===== src/rtl/arm7tdmi_pkg.sv =====
// Shared types and constants for the ARM7TDMI EmbeddedICE access path.
package arm7tdmi_pkg;

    localparam int unsigned ICE_ADDR_W = 5;
    localparam int unsigned ICE_DATA_W = 32;

    typedef enum logic [0:0] {
        ARB_OPEN   = 1'b0,
        ARB_LOCKED = 1'b1
    } arb_state_t;

    // Registers owned by the core; the host may read but never write them.
    localparam logic [ICE_ADDR_W-1:0] ICE_ADDR_STATUS = 5'h01;
    localparam logic [ICE_ADDR_W-1:0] ICE_ADDR_DATA   = 5'h03;

    localparam logic [1:0] GNT_NONE = 2'b00;
    localparam logic [1:0] GNT_HOST = 2'b01;
    localparam logic [1:0] GNT_CORE = 2'b10;

    typedef struct packed {
        logic                  we;
        logic [ICE_ADDR_W-1:0] addr;
        logic [ICE_DATA_W-1:0] wdata;
    } ice_req_t;

    function automatic logic ice_host_protected(input logic [ICE_ADDR_W-1:0] addr);
        return (addr == ICE_ADDR_STATUS) || (addr == ICE_ADDR_DATA);
    endfunction

endpackage


===== src/rtl/arm7tdmi_ice_rr_pick.sv =====
// Stateless 2-way selector: starvation override, core urgency, then round-robin.
module arm7tdmi_ice_rr_pick
    import arm7tdmi_pkg::*;
(
    input  logic       host_req_i,
    input  logic       core_req_i,
    input  logic       host_starved_i,
    input  logic       core_urgent_i,
    input  logic       ptr_core_i,
    output logic [1:0] gnt_o
);

    always_comb begin
        gnt_o = GNT_NONE;
        if (host_req_i && host_starved_i) begin
            gnt_o = GNT_HOST;
        end else if (core_req_i && core_urgent_i) begin
            gnt_o = GNT_CORE;
        end else if (host_req_i && core_req_i) begin
            gnt_o = ptr_core_i ? GNT_CORE : GNT_HOST;
        end else if (host_req_i) begin
            gnt_o = GNT_HOST;
        end else if (core_req_i) begin
            gnt_o = GNT_CORE;
        end
    end

endmodule


===== src/rtl/arm7tdmi_ice_access_arb.sv =====
// Host/core arbiter for the EmbeddedICE register-file port, with host lock and write protection.
// Optional grant counters are built when ICE_ARB_PERF_EN is defined.
module arm7tdmi_ice_access_arb
    import arm7tdmi_pkg::*;
#(
    parameter int unsigned ADDR_W       = 5,
    parameter int unsigned DATA_W       = 32,
    parameter int unsigned STARVE_LIMIT = 4,
    parameter int unsigned LOCK_MAX     = 64
) (
    input  logic              clk,
    input  logic              rst,
    input  logic              host_valid,
    output logic              host_ready,
    input  logic              host_we,
    input  logic              host_lock,
    input  logic [ADDR_W-1:0] host_addr,
    input  logic [DATA_W-1:0] host_wdata,
    output logic              host_rsp_valid,
    output logic              host_rsp_err,
    input  logic              core_valid,
    output logic              core_ready,
    input  logic              core_we,
    input  logic              core_urgent,
    input  logic [ADDR_W-1:0] core_addr,
    input  logic [DATA_W-1:0] core_wdata,
    output logic              core_rsp_valid,
    output logic [DATA_W-1:0] rsp_rdata,
    output logic              regf_en,
    output logic              regf_we,
    output logic [ADDR_W-1:0] regf_addr,
    output logic [DATA_W-1:0] regf_wdata,
    input  logic [DATA_W-1:0] regf_rdata,
    output logic              lock_timeout,
    output logic [15:0]       perf_host_grants,
    output logic [15:0]       perf_core_grants
);

    localparam logic [3:0] STARVE_MAX = 4'(STARVE_LIMIT);
    localparam logic [7:0] LOCK_LAST  = 8'(LOCK_MAX - 1);

    arb_state_t state_q, state_d;
    logic       ptr_core_q, ptr_core_d;
    logic [3:0] starve_q, starve_d;
    logic [7:0] lock_q, lock_d;
    logic       rsp_host_q, rsp_host_d;
    logic       rsp_core_q, rsp_core_d;
    logic       rsp_wr_q, rsp_wr_d;
    logic       rsp_err_q, rsp_err_d;

    logic       locked, host_gnt, core_gnt, host_prot_wr, lock_expire;
    logic [1:0] gnt;
    ice_req_t   host_req, core_req, sel_req;

    assign locked = (state_q == ARB_LOCKED);

    // Reset gating on the request lines keeps every ready low while rst is high.
    arm7tdmi_ice_rr_pick u_pick (
        .host_req_i     (host_valid & ~rst),
        .core_req_i     (core_valid & ~rst & ~locked),
        .host_starved_i (starve_q == STARVE_MAX),
        .core_urgent_i  (core_urgent),
        .ptr_core_i     (ptr_core_q),
        .gnt_o          (gnt)
    );

    assign host_gnt   = gnt[0];
    assign core_gnt   = gnt[1];
    assign host_ready = host_gnt;
    assign core_ready = core_gnt;

    assign host_req     = '{we: host_we, addr: host_addr, wdata: host_wdata};
    assign core_req     = '{we: core_we, addr: core_addr, wdata: core_wdata};
    assign host_prot_wr = host_we & ice_host_protected(host_addr);

    always_comb begin
        sel_req = '0;
        if (host_gnt) begin
            sel_req = host_req;
        end else if (core_gnt) begin
            sel_req = core_req;
        end
    end

    // A protected host write still occupies the port, but as a harmless read strobe.
    assign regf_en    = host_gnt | core_gnt;
    assign regf_we    = sel_req.we & ~(host_gnt & host_prot_wr);
    assign regf_addr  = sel_req.addr;
    assign regf_wdata = sel_req.wdata;

    assign lock_expire  = locked & ~host_valid & ~rst & (lock_q == LOCK_LAST);
    assign lock_timeout = lock_expire;

    always_comb begin
        state_d    = state_q;
        lock_d     = lock_q;
        ptr_core_d = ptr_core_q;
        starve_d   = starve_q;

        if (host_gnt) begin
            lock_d  = '0;
            state_d = host_lock ? ARB_LOCKED : ARB_OPEN;
        end else if (locked && !host_valid) begin
            if (lock_expire) begin
                lock_d  = '0;
                state_d = ARB_OPEN;
            end else begin
                lock_d = lock_q + 8'd1;
            end
        end

        if (host_gnt) begin
            ptr_core_d = 1'b1;
        end else if (core_gnt) begin
            ptr_core_d = 1'b0;
        end

        if (!host_valid || host_gnt) begin
            starve_d = '0;
        end else if (starve_q != STARVE_MAX) begin
            starve_d = starve_q + 4'd1;
        end

        rsp_host_d = host_gnt;
        rsp_core_d = core_gnt;
        rsp_wr_d   = sel_req.we;
        rsp_err_d  = host_gnt & host_prot_wr;
    end

    always_ff @(posedge clk) begin
        if (rst) begin
            state_q    <= ARB_OPEN;
            ptr_core_q <= 1'b0;
            starve_q   <= '0;
            lock_q     <= '0;
            rsp_host_q <= 1'b0;
            rsp_core_q <= 1'b0;
            rsp_wr_q   <= 1'b0;
            rsp_err_q  <= 1'b0;
        end else begin
            state_q    <= state_d;
            ptr_core_q <= ptr_core_d;
            starve_q   <= starve_d;
            lock_q     <= lock_d;
            rsp_host_q <= rsp_host_d;
            rsp_core_q <= rsp_core_d;
            rsp_wr_q   <= rsp_wr_d;
            rsp_err_q  <= rsp_err_d;
        end
    end

    assign host_rsp_valid = rsp_host_q & ~rst;
    assign core_rsp_valid = rsp_core_q & ~rst;
    assign host_rsp_err   = rsp_err_q & ~rst;
    assign rsp_rdata      = (!rst && (rsp_host_q || rsp_core_q) && !rsp_wr_q) ? regf_rdata : '0;

`ifdef ICE_ARB_PERF_EN
    logic [15:0] perf_host_q, perf_core_q;

    always_ff @(posedge clk) begin
        if (rst) begin
            perf_host_q <= '0;
            perf_core_q <= '0;
        end else begin
            if (host_gnt && perf_host_q != 16'hFFFF) begin
                perf_host_q <= perf_host_q + 16'd1;
            end
            if (core_gnt && perf_core_q != 16'hFFFF) begin
                perf_core_q <= perf_core_q + 16'd1;
            end
        end
    end

    assign perf_host_grants = rst ? 16'h0 : perf_host_q;
    assign perf_core_grants = rst ? 16'h0 : perf_core_q;
`else
    assign perf_host_grants = 16'h0;
    assign perf_core_grants = 16'h0;
`endif

endmodule

===== config.mk =====
export PLATFORM = sky130hd
export DESIGN_NAME = arm7tdmi_ice_access_arb
export DESIGN_NICKNAME = d
export VERILOG_FILES = /design/src/rtl/arm7tdmi_pkg.sv /design/src/rtl/arm7tdmi_ice_rr_pick.sv /design/src/rtl/arm7tdmi_ice_access_arb.sv
export SDC_FILE = /design/constraint.sdc
export NUM_CORES = 1
export LEC_CHECK = 0
export CORE_MARGIN = 2
export CORE_UTILIZATION = 28
export CTS_CLUSTER_DIAMETER = 30
export CTS_CLUSTER_SIZE = 28
export DETAILED_ROUTE_END_ITERATION = 10
export PLACE_DENSITY = 0.81
export SLEW_MARGIN = 5
export SYNTH_ARGS = -nofsm -noshare
export SYNTH_HDL_FRONTEND = slang
export SYNTH_HIERARCHICAL = 1
export SYNTH_SLANG_ARGS = --single-unit

===== constraint.sdc =====
create_clock -name clk -period 2.8 [get_ports clk]
set_input_delay 0.28 -clock clk [delete_from_list [all_inputs] [get_ports clk]]
set_output_delay 0.28 -clock clk [all_outputs]
set_load 0.01 [all_outputs]

==> metrics.csv, run 1 <==
stage;metric;value;unit
timing;Max Fclk;0.382;GHz
layout;multi-input logic area;1170;sq um
clocking;CTS tree;done;
power;sequential power share;29.3;%
worst_setup_path;Crit. End Element;primary output;
worst_setup_path;r2r setup slk;0.55;ns
power;Switch Pwr;0.255;mW
clocking;clock latency on the worst-skew pair;0.26;ns
synthesis;#FFs+latches synth;18;
detailed_routing;Residual DRC;0;
worst_setup_path;CP Launch Type;register;
layout;Layout area overhead;85.0;%
grt;gr usage total;16.2;%
floorplan;core area;6870;sq um
timing;fin crit share;93.4;%
grt;vias in the first global route;2239;
worst_setup_path;most used cell, CP;inv_1;
detailed_routing;drt wl/cell;14.3;um
worst_setup_path;crit path kind;reg2out;
synthesis;Yosys top cell area share;25.8;%
synthesis;synth unique cells;39;
floorplan;Die ar.;7870;sq um
detailed_routing;Via Count;2224;
synthesis;most area-consuming cells after synthesis;buf_4, dfxtp_1, a22o_1;
worst_hold_path;Hold Path End;ptr_core_q;
timing;setup TNS;0;ns
placed_design;port bufs;190;
synthesis;Avg Synthesized Cell Area;7.81;sq um
floorplan;I/O pins;223;
power;Combinational Power Share;46.9;%
synthesis;Mapped Cells;257;
timing;RSZ-0062 raised after global routing;false;
detailed_routing;DRT Wirelength;7170;um
synthesis;largest area contributor in the netlist;buf_4;
power;internal power;0.652;mW
floorplan;Initial Util;29.2;%
worst_setup_path;Critical R2R Capture;lock_q[0];
grt;grt total ovfl;0;
worst_setup_path;crit-path max cell delay;0.36;ns
synthesis;Ys Warns;6;
power;Leak;1.66;nW
synthesis;Synth Cell Area;2010;sq um
placed_design;HPWL Detailed;6010;um
layout;Nets;524;
synthesis;Post-synth top flop;dfxtp_1;
worst_setup_path;CP max stage cell;dfxtp_2;
layout;number of fillers in the final layout;652;
timing;fin worst setup slack;0.185;ns
floorplan;number of cell rows;30;
power;Sw Share;28.1;%
worst_setup_path;Data arrival, critical path;2.34;ns
synthesis;proportion of synthesized chip area in sequential cells;17.9;%
worst_hold_path;Hold WC Path Type;reg2reg;
timing;Final setup viols;0;
synthesis;EDFF count, synth;0;
clocking;CTS sink count;18;
clocking;CTS root buffer;clkbuf_8;
timing;final slew viol count;0;
power;VDD IR-drop max;156;uV
clocking;H-tree Lvls;1;
clocking;CTS buffer count;3;
power;Clock Power Share;23.8;%
timing;final count of hold timing violations;0;
worst_setup_path;crit path cell chain;inv_1, ha_1, nand3b_1, inv_1, o21bai_1, o21a_2, nor2b_4, buf_16, a22o_1, dlygate4sd2_1;
placed_design;pre-CTS setup slack;0.0718;ns
detailed_routing;Final ANT Viol Nets;0;
worst_hold_path;Worst Hold Depth;2;
floorplan;die width;88.7;um
clocking;Hold Buf Count CTS;0;
grt;pin count of the biggest net entering global routing;50;
power;pwr dens;244;nW/um^2
clocking;Clock transition at path regs;0.07;ns
outcome;status;finished clean;
grt;first-pass GRT wire length;10000;um
timing;slew margin rel.;65.4;%
grt;initial antenna violation count;0;
detailed_routing;DR vias/cell;4.43;
timing;Layout Skew;0.00397;ns
worst_hold_path;HP Start;ptr_core_q;
worst_setup_path;crit path max fanout;18;
layout;n_diodes;0;
detailed_routing;Initial DRT Pass Iterations;4;
placed_design;GP Congestion;0.732;
layout;share of layout cells above drive strength 1;5.67;%
worst_setup_path;Worst Reg-to-Reg Cells;10;
timing;slew of the pin with the lowest slew margin;0.512;ns
timing;min Tclk post-route;2.62;ns
worst_setup_path;worst reg2reg startpoint;starve_q[0];
detailed_routing;initial DRC count;32;
floorplan;Die Y;88.7;um
worst_setup_path;Required @ worst endpoint;2.52;ns
synthesis;asr flop ratio synth;0;%
job;maxcap violations;0;
layout;Reg area;363;sq um
clocking;CTS max path bufs;2;
[registers in the layout (all words and copies together), names as in the netlist]
name        cells
rsp_host_q      1
rsp_core_q      1
rsp_err_q       1
rsp_wr_q        1
locked          1
ptr_core_q      1
starve_q        4
lock_q          8
[repair_timing]
action / in CTS / in global routing
setup buffers: 1 / 0
gates resized for setup: 41 / 4
cloned: 1 / 0
setup endpoints to repair: 39 / 6
[critical path: cells and delay by family (launching register included)]
family,cells,cell delay (ns)
buffers and inverters,4,0.61
AOI/OAI and AO/OA,3,0.56
DFF,1,0.36
and+or+nand+nor,2,0.35
adders and majority gates,1,0.20
[layout make-up]
class,instances,share of cell area (%)
clock buffer,4,1.48
inverter,7,0.707
multi-input combinational,179,31.6
sequential,18,9.76
tap,96,3.23
timing repair buffer,198,53.2
[per-stage QoR]
| stage | util (%) | area (sq um) | total power [mW] | cells | hold slack (ns) |
|---|---|---|---|---|---|
| finish | 54.1 | 3720 | 0.907 | 502 | 0.493 |
| global route | 54.1 | 3720 | 0.959 | 502 | 0.514 |
| CTS | 54.0 | 3710 | 0.913 | 502 | 0.496 |
| detailed placement | 53.2 | 3650 | 0.718 | 496 | 0.483 |
| global placement | 53.2 | 3650 | 0.713 | 496 | 0.474 |
| floorplan | - | 2120 | 0.501 | 288 | 0.363 |
[Yosys cell counts, types with 2 or more instances]
library cell and number:
dfxtp_1 18, and2_1 32, nor2_1 12, a22o_1 36, nor2b_1 6, a21oi_1 5, buf_4 69, inv_1 7
buf_1 2, ha_1 3, nand4_1 2, nand3_1 5, mux2i_1 5, buf_2 6, nand3b_1 3, o21ai_0 3
a31oi_1 2, or2_2 2, nand2_1 9, xnor2_1 2, or3_1 4, clkbuf_1 7
[layout by cell type, fill, tap and decap left out, drive strengths merged, types with 6 or more instances in the layout]
| cell | n |
|---|---|
| conb | 32 |
| dfxtp | 18 |
| inv | 7 |
| nor2b | 6 |
| clkdlybuf4s50 | 151 |
| nor2 | 12 |
| and2 | 32 |
| dlygate4sd2 | 37 |
| nand2 | 9 |
| buf | 8 |
| a22o | 36 |
[power groups by stage]
stage | logic [mW] | registers [mW] | clock network [mW]
2_1_floorplan | 0.230 | 0.270 | 0
6_report | 0.425 | 0.266 | 0.216
5_1_grt | 0.457 | 0.266 | 0.235
4_1_cts | 0.427 | 0.266 | 0.221
3_3_place_gp | 0.442 | 0.271 | 0
3_5_place_dp | 0.447 | 0.271 | 0
[layer usage]
layer	vias to the layer above	wire, um	GRT usage [%]
met5	-	0	0
met4	0	191	4.82
met3	12	681	5.04
met2	146	3920	32.4
met1	988	2380	15.6
li1	1078	-	-
[how the worst max path moves through the flow]
stage / cells after the start / from / endpoint
after global placement: 8 / rst / regf_wdata[31]
after global routing: 10 / starve_q[0] / regf_wdata[13]
after floorplan: 11 / starve_q[0] / regf_addr[0]
after CTS: 9 / starve_q[0] / regf_en
after detailed placement: 8 / rst / regf_wdata[31]
final: 10 / starve_q[0] / regf_wdata[31]
[logic make-up (layout without fill, tap and decap cells)]
| family | after synthesis | in the layout | share of synthesized area [%] |
|---|---|---|---|
| multiplexers | 5 | 5 | 2.49 |
| AO/OA/AOI/OAI | 53 | 53 | 21.4 |
| XOR/XNOR | 3 | 3 | 1.31 |
| AND/OR/NAND/NOR | 83 | 83 | 24.5 |
| flip-flops | 18 | 18 | 17.9 |
| other | 1 | 32 | 0.187 |
| adder cells (fa/ha/maj) | 3 | 3 | 1.87 |
| buffers and inverters | 91 | 209 | 30.3 |
Power figures use the tool's default switching activity.
==> run 2, diff against run 1 <==
Settings changed: HOLD_SLACK_MARGIN from default to 0.1.
==> results of run 2 <==
Final layout, timing and power as in run 1 (identical DEF).
==> run 3, diff against run 2 <==
Settings changed: CORE_UTILIZATION 28 to 26, HOLD_SLACK_MARGIN 0.1 to default, PLACE_DENSITY 0.81 to 0.79, SLEW_MARGIN 5 to default.
Clock period 2.8 ns to 2.2 ns, I/O delays scaled along.
==> metrics.csv, run 3 (synthesized netlist as in run 1, its figures left out) <==
stage;metric;value;unit;change
outcome;status;finished with violations;;
outcome;violated checks;negative setup slack;;
power;Leak;2.10;nW;+27%
detailed_routing;Final ANT Viol Nets;0;;unchanged
floorplan;die width;91.9;um;+3.6%
job;maxcap violations;0;;unchanged
grt;first-pass GRT wire length;12800;um;+28%
clocking;CTS buffer count;3;;unchanged
clocking;clock latency on the worst-skew pair;0.26;ns;about the same
layout;Nets;559;;+6.7%
timing;fin worst setup slack;-0.126;ns;-0.311 ns
timing;Final setup viols;30;;+30
power;Switch Pwr;0.368;mW;+44%
detailed_routing;Initial DRT Pass Iterations;4;;unchanged
layout;Reg area;363;sq um;unchanged
power;pwr dens;305;nW/um^2;+25%
timing;fin crit share;106;%;
worst_setup_path;crit path kind;reg2out;;
floorplan;number of cell rows;32;;+6.7%
grt;gr usage total;19.1;%;+2.9 points
clocking;CTS root buffer;clkbuf_8;;
clocking;CTS sink count;18;;unchanged
floorplan;Die ar.;8440;sq um;+7.3%
placed_design;GP Congestion;0.821;;+12%
power;Combinational Power Share;50.9;%;+4.0 points
placed_design;port bufs;190;;unchanged
layout;Layout area overhead;105;%;
worst_setup_path;Crit. End Element;primary output;;
power;VDD IR-drop max;162;uV;+3.9%
layout;Design Area, Final;4120;sq um;+11%
timing;RSZ-0062 raised after global routing;true;;
placed_design;post-place instance area;3760;sq um;+3.0%
layout;leading cell type in the layout, fill and taps excluded;clkdlybuf4s50_1;;
placed_design;dpl cells;515;;+3.8%
layout;share of layout cells above drive strength 1;23.8;%;+18 points
grt;initial antenna violation count;0;;unchanged
grt;grt total ovfl;0;;unchanged
clocking;H-tree Lvls;1;;unchanged
worst_setup_path;crit path max fanout;4;;-14
floorplan;I/O pins;223;;unchanged
placed_design;HPWL Detailed;6410;um;+6.7%
timing;final slew viol count;0;;unchanged
detailed_routing;DRT Wirelength;8640;um;+20%
floorplan;core area;7610;sq um;+11%
detailed_routing;DR vias/cell;4.50;;+1.6%
detailed_routing;initial DRC count;30;;-6.3%
timing;hold slack;0.514;ns;+0.0208 ns
worst_setup_path;Required @ worst endpoint;1.98;ns;-0.54 ns
detailed_routing;drt wl/cell;15.9;um;+11%
layout;max reg flops;8;;unchanged
power;sequential power share;26.9;%;-2.4 points
timing;min Tclk post-route;2.33;ns;
clocking;CTS tree;done;;
layout;biggest regs;lock_q x8, starve_q x4;;
grt;pin count of the biggest net entering global routing;20;;-60%
layout;commonest non-fill, non-tap cells in the layout;clkdlybuf4s50_1, a22o_1, and2_1, conb_1, buf_2;;
layout;multi-input logic area;1240;sq um;+5.8%
floorplan;Initial Util;26.4;%;-2.8 points
worst_setup_path;CP Launch Type;register;;
timing;slew margin rel.;51.1;%;-14 points
clocking;CTS max path bufs;2;;unchanged
layout;final std cells w/o fill;543;;+8.2%
timing;Max Fclk;0.430;GHz;
worst_hold_path;Hold WC Path Type;reg2reg;;
timing;Layout Skew;0.00103;ns;-0.00294 ns
timing;final count of hold timing violations;0;;unchanged
grt;vias in the first global route;2519;;+13%
layout;n_diodes;0;;unchanged
detailed_routing;Residual DRC;0;;unchanged
power;internal power;0.888;mW;+36%
worst_setup_path;Data arrival, critical path;2.11;ns;-0.23 ns
timing;slew of the pin with the lowest slew margin;0.723;ns;+0.212 ns
timing;setup TNS;-1.21;ns;-1.21 ns
detailed_routing;Via Count;2445;;+9.9%
power;Clock Power Share;22.1;%;-1.7 points
floorplan;Die Y;91.9;um;+3.6%
power;Tot Pwr;1.26;mW;+39%
layout;number of fillers in the final layout;699;;+7.2%
power;Sw Share;29.3;%;+1.2 points
layout;Biggest register;lock_q;;
clocking;Clock transition at path regs;0.07;ns;about the same
run 3: cell types whose count changed in the layout (fill, tap and decap cells not counted), moves of 9 or more:
cell | previous run | this run
dlygate4sd2_1 | 37 | 24
dlymetal6s2s_1 | 2 | 11
clkdlybuf4s50_1 | 151 | 116
buf_6 | 0 | 15
buf_4 | 4 | 25
buf_2 | 0 | 30
run 3: power groups by stage:
stage                     registers, mW  logic, mW  clock network, mW
after floorplan                   0.344      0.294                  0
after global placement            0.344      0.584                  0
after detailed placement          0.344      0.590                  0
after CTS                         0.338      0.646              0.288
after global routing              0.339      0.678              0.300
final                             0.338      0.640              0.278
run 3: path summary, 6_finish.rpt:
kind	start	to	slack, ns	cells after the start
worst max-delay path	starve_q[0]	regf_wdata[24]	-0.13	12
worst min register to register	lock_q[7]	lock_q[7]	0.51	2
worst max register to register	starve_q[0]	lock_q[0]	0.07	11
worst min-delay path	lock_q[7]	lock_q[7]	0.51	2
run 3: per-layer routing:
metal	global-route usage (%)	routed length (um)	share of wire (%)
met3	3.53	565	6.5
met1	19.4	3040	35
met5	0	0	0
met4	7.21	300	3.5
met2	38.1	4730	55
run 3: timing repair:
action	CTS	global route
endpoints found under the setup margin	64	56
buffers inserted	21	1
pin swaps	7	10
gates resized for setup	206	27
gates cloned	8	1
hold buffers	0	0
run 3: per-stage QoR:
step	utilization [%]	setup slack [ns]
6_report	54.1	-0.126
5_1_grt	54.1	-0.240
4_1_cts	54.6	-0.174
3_5_place_dp	49.5	-0.371
3_3_place_gp	49.5	-0.334
2_1_floorplan	-	0.00230
run 3: final cells by class:
| cell class | count | area share, % |
|---|---|---|
| clock buffers | 4 | 1.34 |
| inverters | 7 | 0.638 |
| well taps | 102 | 3.10 |
| flip-flops and latches | 18 | 8.81 |
| repair buffers | 233 | 56.0 |
| multi-input cells | 179 | 30.2 |
run 3: worst max-delay path, cell delays in order (launching register included):
cell and delay, ns:
dfxtp_2 0.34, inv_2 0.05, ha_4 0.15, nand3b_1 0.09, inv_1 0.04, o21bai_4 0.17, o21a_4 0.21, nor2b_4 0.17
buf_6 0.16, buf_12 0.11, buf_12 0.09, a22o_1 0.12, buf_2 0.13
